==> config.mk <==
export PLATFORM = sky130hd
export DESIGN_NAME = load_align_unit_flat
export DESIGN_NICKNAME = d
export VERILOG_FILES = /design/src/rtl/load_align_unit_if.sv /design/src/rtl/load_align_unit.sv /design/src/flat_wrapper.sv
export SDC_FILE = /design/constraint.sdc
export NUM_CORES = 1
export LEC_CHECK = 0
export BUFFER_PORTS_ARGS = -buffer_cell sky130_fd_sc_hd__buf_2
export CAP_MARGIN = 20
export CORE_MARGIN = 3
export CORE_UTILIZATION = 35
export DETAILED_ROUTE_END_ITERATION = 6
export PLACE_DENSITY_LB_ADDON = 0.25
export SYNTH_ARGS = -nofsm -noshare
export SYNTH_HDL_FRONTEND = slang
export SYNTH_SLANG_ARGS = --single-unit
==> constraint.sdc <==
create_clock -name clk -period 2.25 [get_ports clk]
set_input_delay 0.1125 -clock clk [delete_from_list [all_inputs] [get_ports clk]]
set_output_delay 0.1125 -clock clk [all_outputs]
set_load 0.1 [all_outputs]
==> src/rtl/load_align_unit_if.sv <==
// Load-align unit bus bundle: request, memory read and response channels.
//   slave  : modport used by load_align_unit
//   master : modport used by the requester / memory side
// Signals
//   req_valid/req_ready/req_funct3/req_addr/exc_in/exc_inst : load request
//   mem_rd_en/mem_rd_addr/mem_rd_valid/mem_rd_data          : word read port
//   rsp_valid/rsp_ready/rsp_data/rsp_misaligned             : formatted result
interface load_align_unit_if #(
    parameter int unsigned XLEN   = 64,
    parameter int unsigned BUS_W  = 64,
    parameter int unsigned ADDR_W = 64
);
    logic              req_valid;
    logic              req_ready;
    logic [2:0]        req_funct3;
    logic [ADDR_W-1:0] req_addr;
    logic              exc_in;
    logic [7:0]        exc_inst;

    logic              mem_rd_en;
    logic [ADDR_W-1:0] mem_rd_addr;
    logic              mem_rd_valid;
    logic [BUS_W-1:0]  mem_rd_data;

    logic              rsp_valid;
    logic              rsp_ready;
    logic [XLEN-1:0]   rsp_data;
    logic              rsp_misaligned;

    modport slave (
        input  req_valid, req_funct3, req_addr, exc_in, exc_inst,
        output req_ready,
        output mem_rd_en, mem_rd_addr,
        input  mem_rd_valid, mem_rd_data,
        output rsp_valid, rsp_data, rsp_misaligned,
        input  rsp_ready
    );

    modport master (
        output req_valid, req_funct3, req_addr, exc_in, exc_inst,
        input  req_ready,
        input  mem_rd_en, mem_rd_addr,
        output mem_rd_valid, mem_rd_data,
        input  rsp_valid, rsp_data, rsp_misaligned,
        output rsp_ready
    );
endinterface

==> src/rtl/load_align_unit.sv <==
// load_align_unit: sequential load-data formatter between the data-memory
// read port and register writeback. Issues one (or, for word-crossing loads
// with splitting enabled, two) aligned reads, extracts the addressed bytes
// and sign/zero-extends them according to funct3.
// Ports
//   clk      : clock, all state on rising edge
//   reset_n  : asynchronous active-low reset
//   bus      : load_align_unit_if.slave (request, memory read, response)
// Build option
//   MISALIGNED_SPLIT_EN : when defined, word-crossing loads use two reads and
//                         rsp_misaligned is tied 0; otherwise they complete
//                         immediately with rsp_data=0, rsp_misaligned=1.
module load_align_unit #(
    parameter int unsigned XLEN   = 64,
    parameter int unsigned BUS_W  = 64,
    parameter int unsigned ADDR_W = 64
) (
    input  logic               clk,
    input  logic               reset_n,
    load_align_unit_if.slave   bus
);

    localparam int unsigned BYTES = BUS_W / 8;
    localparam int unsigned OFF_W = $clog2(BYTES);
    localparam int unsigned SZ_W  = OFF_W + 2;

    typedef enum logic [1:0] {
        ST_IDLE  = 2'd0,
        ST_WAIT0 = 2'd1,
        ST_WAIT1 = 2'd2,
        ST_RESP  = 2'd3
    } state_t;

    state_t            state;
    logic              req_ready_q;
    logic              rd_en_q;
    logic [ADDR_W-1:0] rd_addr_q;
    logic              rsp_valid_q;
    logic [XLEN-1:0]   rsp_data_q;
    logic [2:0]        f3_q;
    logic [OFF_W-1:0]  off_q;
`ifdef MISALIGNED_SPLIT_EN
    logic              cross_q;
    logic [BUS_W-1:0]  word0_q;
`else
    logic              mis_q;
`endif

    logic [OFF_W-1:0]  off_c;
    logic [SZ_W-1:0]   size_c;
    logic              cross_c;
    logic              illegal_c;
    logic [ADDR_W-1:0] aligned_c;

    // Request decode: byte offset, access size and word-crossing detection
    always_comb begin
        off_c     = bus.req_addr[OFF_W-1:0];
        aligned_c = {bus.req_addr[ADDR_W-1:OFF_W], OFF_W'(0)};
        case (bus.req_funct3[1:0])
            2'b00:   size_c = SZ_W'(1);
            2'b01:   size_c = SZ_W'(2);
            2'b10:   size_c = SZ_W'(4);
            default: size_c = SZ_W'(8);
        endcase
        // raw returns the whole word from offset 0
        if (bus.req_funct3 == 3'b111) begin
            off_c  = '0;
            size_c = SZ_W'(BYTES);
        end
        cross_c   = (SZ_W'(off_c) + size_c) > SZ_W'(BYTES);
        // ld/lwu have no meaning on a 32-bit datapath
        illegal_c = (XLEN == 32) &&
                    ((bus.req_funct3 == 3'b011) || (bus.req_funct3 == 3'b110));
    end

    // Shift the double word down to the addressed byte, then extend per funct3
    function automatic logic [XLEN-1:0] extract(
        input logic [2*BUS_W-1:0] dw,
        input logic [OFF_W-1:0]   off,
        input logic [2:0]         f3
    );
        logic [XLEN-1:0] sh;
        sh = XLEN'(dw >> {off, 3'b000});
        case (f3)
            3'b000:  extract = XLEN'($signed(sh[7:0]));
            3'b001:  extract = XLEN'($signed(sh[15:0]));
            3'b010:  extract = XLEN'($signed(sh[31:0]));
            3'b011:  extract = sh;
            3'b100:  extract = XLEN'(sh[7:0]);
            3'b101:  extract = XLEN'(sh[15:0]);
            3'b110:  extract = XLEN'(sh[31:0]);
            3'b111:  extract = dw[XLEN-1:0];
        endcase
    endfunction

    // Control FSM with registered outputs
    always_ff @(posedge clk or negedge reset_n) begin
        if (!reset_n) begin
            state       <= ST_IDLE;
            req_ready_q <= 1'b1;
            rd_en_q     <= 1'b0;
            rd_addr_q   <= '0;
            rsp_valid_q <= 1'b0;
            rsp_data_q  <= '0;
            f3_q        <= '0;
            off_q       <= '0;
`ifdef MISALIGNED_SPLIT_EN
            cross_q     <= 1'b0;
            word0_q     <= '0;
`else
            mis_q       <= 1'b0;
`endif
        end else begin
            rd_en_q <= 1'b0;
            case (state)
                ST_IDLE: begin
                    if (bus.req_valid) begin
                        req_ready_q <= 1'b0;
                        f3_q        <= bus.req_funct3;
                        off_q       <= off_c;
`ifdef MISALIGNED_SPLIT_EN
                        cross_q     <= cross_c;
`endif
                        if (bus.exc_in) begin
                            rsp_data_q  <= XLEN'(bus.exc_inst);
`ifndef MISALIGNED_SPLIT_EN
                            mis_q       <= 1'b0;
`endif
                            rsp_valid_q <= 1'b1;
                            state       <= ST_RESP;
                        end else if (illegal_c) begin
                            rsp_data_q  <= '0;
`ifndef MISALIGNED_SPLIT_EN
                            mis_q       <= 1'b0;
`endif
                            rsp_valid_q <= 1'b1;
                            state       <= ST_RESP;
                        end
`ifndef MISALIGNED_SPLIT_EN
                        else if (cross_c) begin
                            rsp_data_q  <= '0;
                            mis_q       <= 1'b1;
                            rsp_valid_q <= 1'b1;
                            state       <= ST_RESP;
                        end
`endif
                        else begin
                            rd_en_q   <= 1'b1;
                            rd_addr_q <= aligned_c;
                            state     <= ST_WAIT0;
                        end
                    end
                end
                ST_WAIT0: begin
                    if (bus.mem_rd_valid) begin
`ifdef MISALIGNED_SPLIT_EN
                        word0_q <= bus.mem_rd_data;
                        if (cross_q) begin
                            rd_en_q   <= 1'b1;
                            rd_addr_q <= rd_addr_q + ADDR_W'(BYTES);
                            state     <= ST_WAIT1;
                        end else begin
                            rsp_data_q  <= extract({BUS_W'(0), bus.mem_rd_data}, off_q, f3_q);
                            rsp_valid_q <= 1'b1;
                            state       <= ST_RESP;
                        end
`else
                        rsp_data_q  <= extract({BUS_W'(0), bus.mem_rd_data}, off_q, f3_q);
                        mis_q       <= 1'b0;
                        rsp_valid_q <= 1'b1;
                        state       <= ST_RESP;
`endif
                    end
                end
`ifdef MISALIGNED_SPLIT_EN
                ST_WAIT1: begin
                    if (bus.mem_rd_valid) begin
                        rsp_data_q  <= extract({bus.mem_rd_data, word0_q}, off_q, f3_q);
                        rsp_valid_q <= 1'b1;
                        state       <= ST_RESP;
                    end
                end
`endif
                ST_RESP: begin
                    if (bus.rsp_ready) begin
                        rsp_valid_q <= 1'b0;
                        req_ready_q <= 1'b1;
                        state       <= ST_IDLE;
                    end
                end
                default: begin
                    state       <= ST_IDLE;
                    req_ready_q <= 1'b1;
                    rsp_valid_q <= 1'b0;
                end
            endcase
        end
    end

    assign bus.req_ready   = req_ready_q;
    assign bus.mem_rd_en   = rd_en_q;
    assign bus.mem_rd_addr = rd_addr_q;
    assign bus.rsp_valid   = rsp_valid_q;
    assign bus.rsp_data    = rsp_data_q;
`ifdef MISALIGNED_SPLIT_EN
    assign bus.rsp_misaligned = 1'b0;
`else
    assign bus.rsp_misaligned = mis_q;
`endif

endmodule

==> src/flat_wrapper.sv <==
// flat-port wrapper written by rule: the top's interface ports become plain ports
module load_align_unit_flat 
#(
    parameter int unsigned XLEN   = 64,
    parameter int unsigned BUS_W  = 64,
    parameter int unsigned ADDR_W = 64
)
  (clk, reset_n, bus_req_valid, bus_req_funct3, bus_req_addr, bus_exc_in, bus_exc_inst, bus_req_ready, bus_mem_rd_en, bus_mem_rd_addr, bus_mem_rd_valid, bus_mem_rd_data, bus_rsp_valid, bus_rsp_data, bus_rsp_misaligned, bus_rsp_ready);
  load_align_unit_if #(.XLEN(XLEN), .BUS_W(BUS_W), .ADDR_W(ADDR_W)) bus_i ();
  input  logic clk;
  input  logic reset_n;
  input wire logic [$bits(bus_i.req_valid)-1:0] bus_req_valid;
  input wire logic [$bits(bus_i.req_funct3)-1:0] bus_req_funct3;
  input wire logic [$bits(bus_i.req_addr)-1:0] bus_req_addr;
  input wire logic [$bits(bus_i.exc_in)-1:0] bus_exc_in;
  input wire logic [$bits(bus_i.exc_inst)-1:0] bus_exc_inst;
  output wire logic [$bits(bus_i.req_ready)-1:0] bus_req_ready;
  output wire logic [$bits(bus_i.mem_rd_en)-1:0] bus_mem_rd_en;
  output wire logic [$bits(bus_i.mem_rd_addr)-1:0] bus_mem_rd_addr;
  input wire logic [$bits(bus_i.mem_rd_valid)-1:0] bus_mem_rd_valid;
  input wire logic [$bits(bus_i.mem_rd_data)-1:0] bus_mem_rd_data;
  output wire logic [$bits(bus_i.rsp_valid)-1:0] bus_rsp_valid;
  output wire logic [$bits(bus_i.rsp_data)-1:0] bus_rsp_data;
  output wire logic [$bits(bus_i.rsp_misaligned)-1:0] bus_rsp_misaligned;
  input wire logic [$bits(bus_i.rsp_ready)-1:0] bus_rsp_ready;
  assign bus_i.req_valid = bus_req_valid;
  assign bus_i.req_funct3 = bus_req_funct3;
  assign bus_i.req_addr = bus_req_addr;
  assign bus_i.exc_in = bus_exc_in;
  assign bus_i.exc_inst = bus_exc_inst;
  assign bus_req_ready = bus_i.req_ready;
  assign bus_mem_rd_en = bus_i.mem_rd_en;
  assign bus_mem_rd_addr = bus_i.mem_rd_addr;
  assign bus_i.mem_rd_valid = bus_mem_rd_valid;
  assign bus_i.mem_rd_data = bus_mem_rd_data;
  assign bus_rsp_valid = bus_i.rsp_valid;
  assign bus_rsp_data = bus_i.rsp_data;
  assign bus_rsp_misaligned = bus_i.rsp_misaligned;
  assign bus_i.rsp_ready = bus_rsp_ready;
  load_align_unit #(.XLEN(XLEN), .BUS_W(BUS_W), .ADDR_W(ADDR_W)) u_core (.clk(clk), .reset_n(reset_n), .bus(bus_i));
endmodule
==> flow_metrics.env <==
export IMPL_r2r_setup_slack_ns=-0.02
export IMPL_startpoint_type="flop"
export IMPL_min_path_type="input pin to flop"
export IMPL_fill_cells=1918
export IMPL_synth_common_cells="136 x dfrtp_1, 83 x mux2_2, 56 x a21oi_1"
export IMPL_layout_setup_ws_ns=-0.0207
export IMPL_stdcell_area_sq_mm=0.0115
export IMPL_fmax_mhz=440
export IMPL_rsz0062_at_grt="true"
export IMPL_viasPerCell=5.62
export IMPL_boundaryPins=277
export IMPL_die_y_microns=157
export IMPL_drtIter0Drc=572
export IMPL_crit_type="flop to flop"
export IMPL_multiInputGateArea_sq_mm=0.00435
export IMPL_synth_cell_types=57
export IMPL_hpwlAfterDp_microns=20000
export IMPL_synth_warning_count=0
export IMPL_failed_checks="setup timing"
export IMPL_layout_min_cycle_time_ns=2.27
export IMPL_cap_violations=0
export IMPL_yosysTopAreaCell="dfrtp_1"
export IMPL_ys_seq_area_frac=0.432
export IMPL_holdWs_ns=0.0171
export IMPL_wl_met3_microns=2690
export IMPL_grt_max_degree=52
export IMPL_wl_microns=29300
export IMPL_dieWidth_microns=157
export IMPL_cts_made_buffers=17
export IMPL_insertion_delay_ns=0.43
export IMPL_timing_rr_start="u_core.off_q[0]"
export IMPL_rr_worst_depth=7
export IMPL_io_buffers=273
export IMPL_start_util=0.360
export IMPL_layoutNonFillerInstCount=1327
export IMPL_synthArstFlopShare=1.00
export IMPL_register_area_sq_mm=0.00343
export IMPL_h_tree_depth=4
export IMPL_path_clk_slew_ns=0.07
export IMPL_via_count=7460
export IMPL_synth_top_area_frac=0.428
export IMPL_status="finished, violations left"
export IMPL_overflow=0
export IMPL_worstPathRequired_ns=2.59
export IMPL_hold_violations=0
export IMPL_ant_nets=0
export IMPL_dieArea_sq_mm=0.0246
export IMPL_holdPathStages=3
export IMPL_grt_pass1_wl_microns=43500
export IMPL_cts_tree="yes"
export IMPL_gp_congestion=0.878
export IMPL_postSynthCellCount=673
export IMPL_top_layer_used="met5"
export IMPL_setup_viol=5
export IMPL_fin_skew_ns=0.0107
export IMPL_m1WireLength_microns=11700
export IMPL_dr_wl_met2_microns=14200
export IMPL_post_route_drc_count=0
export IMPL_yosysMostFrequentCell="dfrtp_1"
export IMPL_drive_gt1_frac=0.500
export IMPL_final_max_slew_viol_count=0
export IMPL_dpl_cell_count=1215
export IMPL_ys_flop_type="dfrtp_1"
export IMPL_drt_first_pass_iters=7
export IMPL_ys_top_cells_by_area="dfrtp_1 43%, mux2_2 12%, mux4_2 9.1%, o2bb2ai_1 5.5%, a21oi_1 3.5%"
export IMPL_coreArea_sq_mm=0.0221
export IMPL_syn_to_final_growth_pct=45.3
export IMPL_grt_util_all_layers=0.229
export IMPL_grt_pass1_vias=7579
export IMPL_synth_enable_flop_cells=0
export IMPL_wire_per_inst_microns=22.1
export IMPL_worstPathMaxFanout=12
export IMPL_nNetsFinal=1182
export IMPL_antenna_found_initial=1
export IMPL_clockBufferDepth=2
export IMPL_min_from="bus_exc_inst[6]"
export IMPL_std_cell_rows=54
export IMPL_syn_avg_cell_area_sq_um=11.8
export IMPL_place_area_sq_mm=0.00991
export IMPL_r2r_end="u_core.bus.rsp_data[28]"
export IMPL_min_to="u_core.bus.rsp_data[6]"
export IMPL_synth_seq_cells=137
export IMPL_netlist_area_sq_mm=0.00795
export IMPL_cts_root_buf="clkbuf_16"
export IMPL_end_kind="flop"
export IMPL_worstPathArrival_ns=2.61
export IMPL_clock_sinks=137
export IMPL_tightest_slew_ns=0.740
export IMPL_relSlewSlack=0.505
export IMPL_finalSetupTns_ns=-0.0620
export IMPL_period_share=1.01
## critical path, stage by stage (launching register included)
cell and delay (ns):
dfrtp_4 0.54, buf_6 0.16, buf_4 0.15, mux2i_1 0.13, mux4_2 0.54, a21o_4 0.31, clkbuf_16 0.20, o2bb2ai_1 0.14
## flip-flops by register name (all words and copies together) (netlist names)
register                   flops
u_core.state                   2
u_core.bus.rsp_data           64
u_core.bus.mem_rd_en           1
u_core.bus.mem_rd_addr        61
u_core.bus.rsp_misaligned      1
u_core.bus.req_ready           1
u_core.off_q                   3
u_core.f3_q                    3
u_core.bus.rsp_valid           1
## cell usage in the layout, fill, tap and decap left out, types with 10 or more instances in the layout
cell type      instances
a22oi_1               23
nand2_1               20
a21oi_1               55
o21ai_0               32
dlygate4sd3_1         71
o2bb2ai_1             28
inv_1                 15
nor2_1                14
nand3b_1              10
mux2_2                83
mux4_2                32
buf_4                 46
a22o_1                25
clkbuf_16             19
o2bb2ai_2             21
buf_2                272
dfrtp_1              134
buf_12                10
mux2i_1               27
## worst max-delay path by stage
stage / start / to / depth (start not counted)
final: u_core.off_q[0] / u_core.bus.rsp_data[28] / 7
after global routing: u_core.off_q[0] / u_core.bus.rsp_data[43] / 7
after CTS: u_core.off_q[0] / u_core.bus.rsp_data[2] / 5
after detailed placement: bus_req_funct3[1] / u_core.bus.rsp_data[3] / 11
after global placement: bus_req_funct3[1] / u_core.bus.rsp_data[2] / 11
after floorplan: bus_req_funct3[1] / u_core.bus.mem_rd_addr[10] / 11
## per-stage QoR
stage	setup slack, ns	util
after global placement	-0.221	0.448
after floorplan	0.0000326	-
after detailed placement	-0.287	0.448
after CTS	0.0372	0.507
final	-0.0207	0.523
after global routing	-0.0550	0.523
## cell type report
type | count | share of cell area
Timing Repair Buffer | 408 | 0.238
Inverter | 16 | 0.00520
Sequential cell | 137 | 0.297
Clock buffer | 18 | 0.0380
Clock inverter | 14 | 0.0135
Antenna cell | 1 | 0.000217
Multi-Input combinational cell | 453 | 0.377
Tap cell | 280 | 0.0303
## cells by family after synthesis
group	after synthesis	synth area share
AOI/OAI and AO/OA	227	0.205
xor gates and xnor gates	1	0.00110
adders and majority gates	4	0.00724
buffers and inverters	85	0.0529
DFF	137	0.432
muxes	146	0.254
other	1	0.000472
and+or+nand+nor	72	0.0477
## layer usage
metal / vias to the layer above / track usage
met3: 50 / 0.0683
met5: - / 0
li1: 3335 / -
met2: 414 / 0.380
met1: 3659 / 0.294
met4: 2 / 0.0559
## timing repair
action	in CTS	in global routing
setup buffers	0	3
hold endpoints to repair	116	0
endpoints found under the setup margin	0	61
hold buffers	71	0
resized for setup	0	37
Power is left out: the tool's default activity adds up to more than one toggle a clock period on the data nets, which glitch-free logic cannot reach.
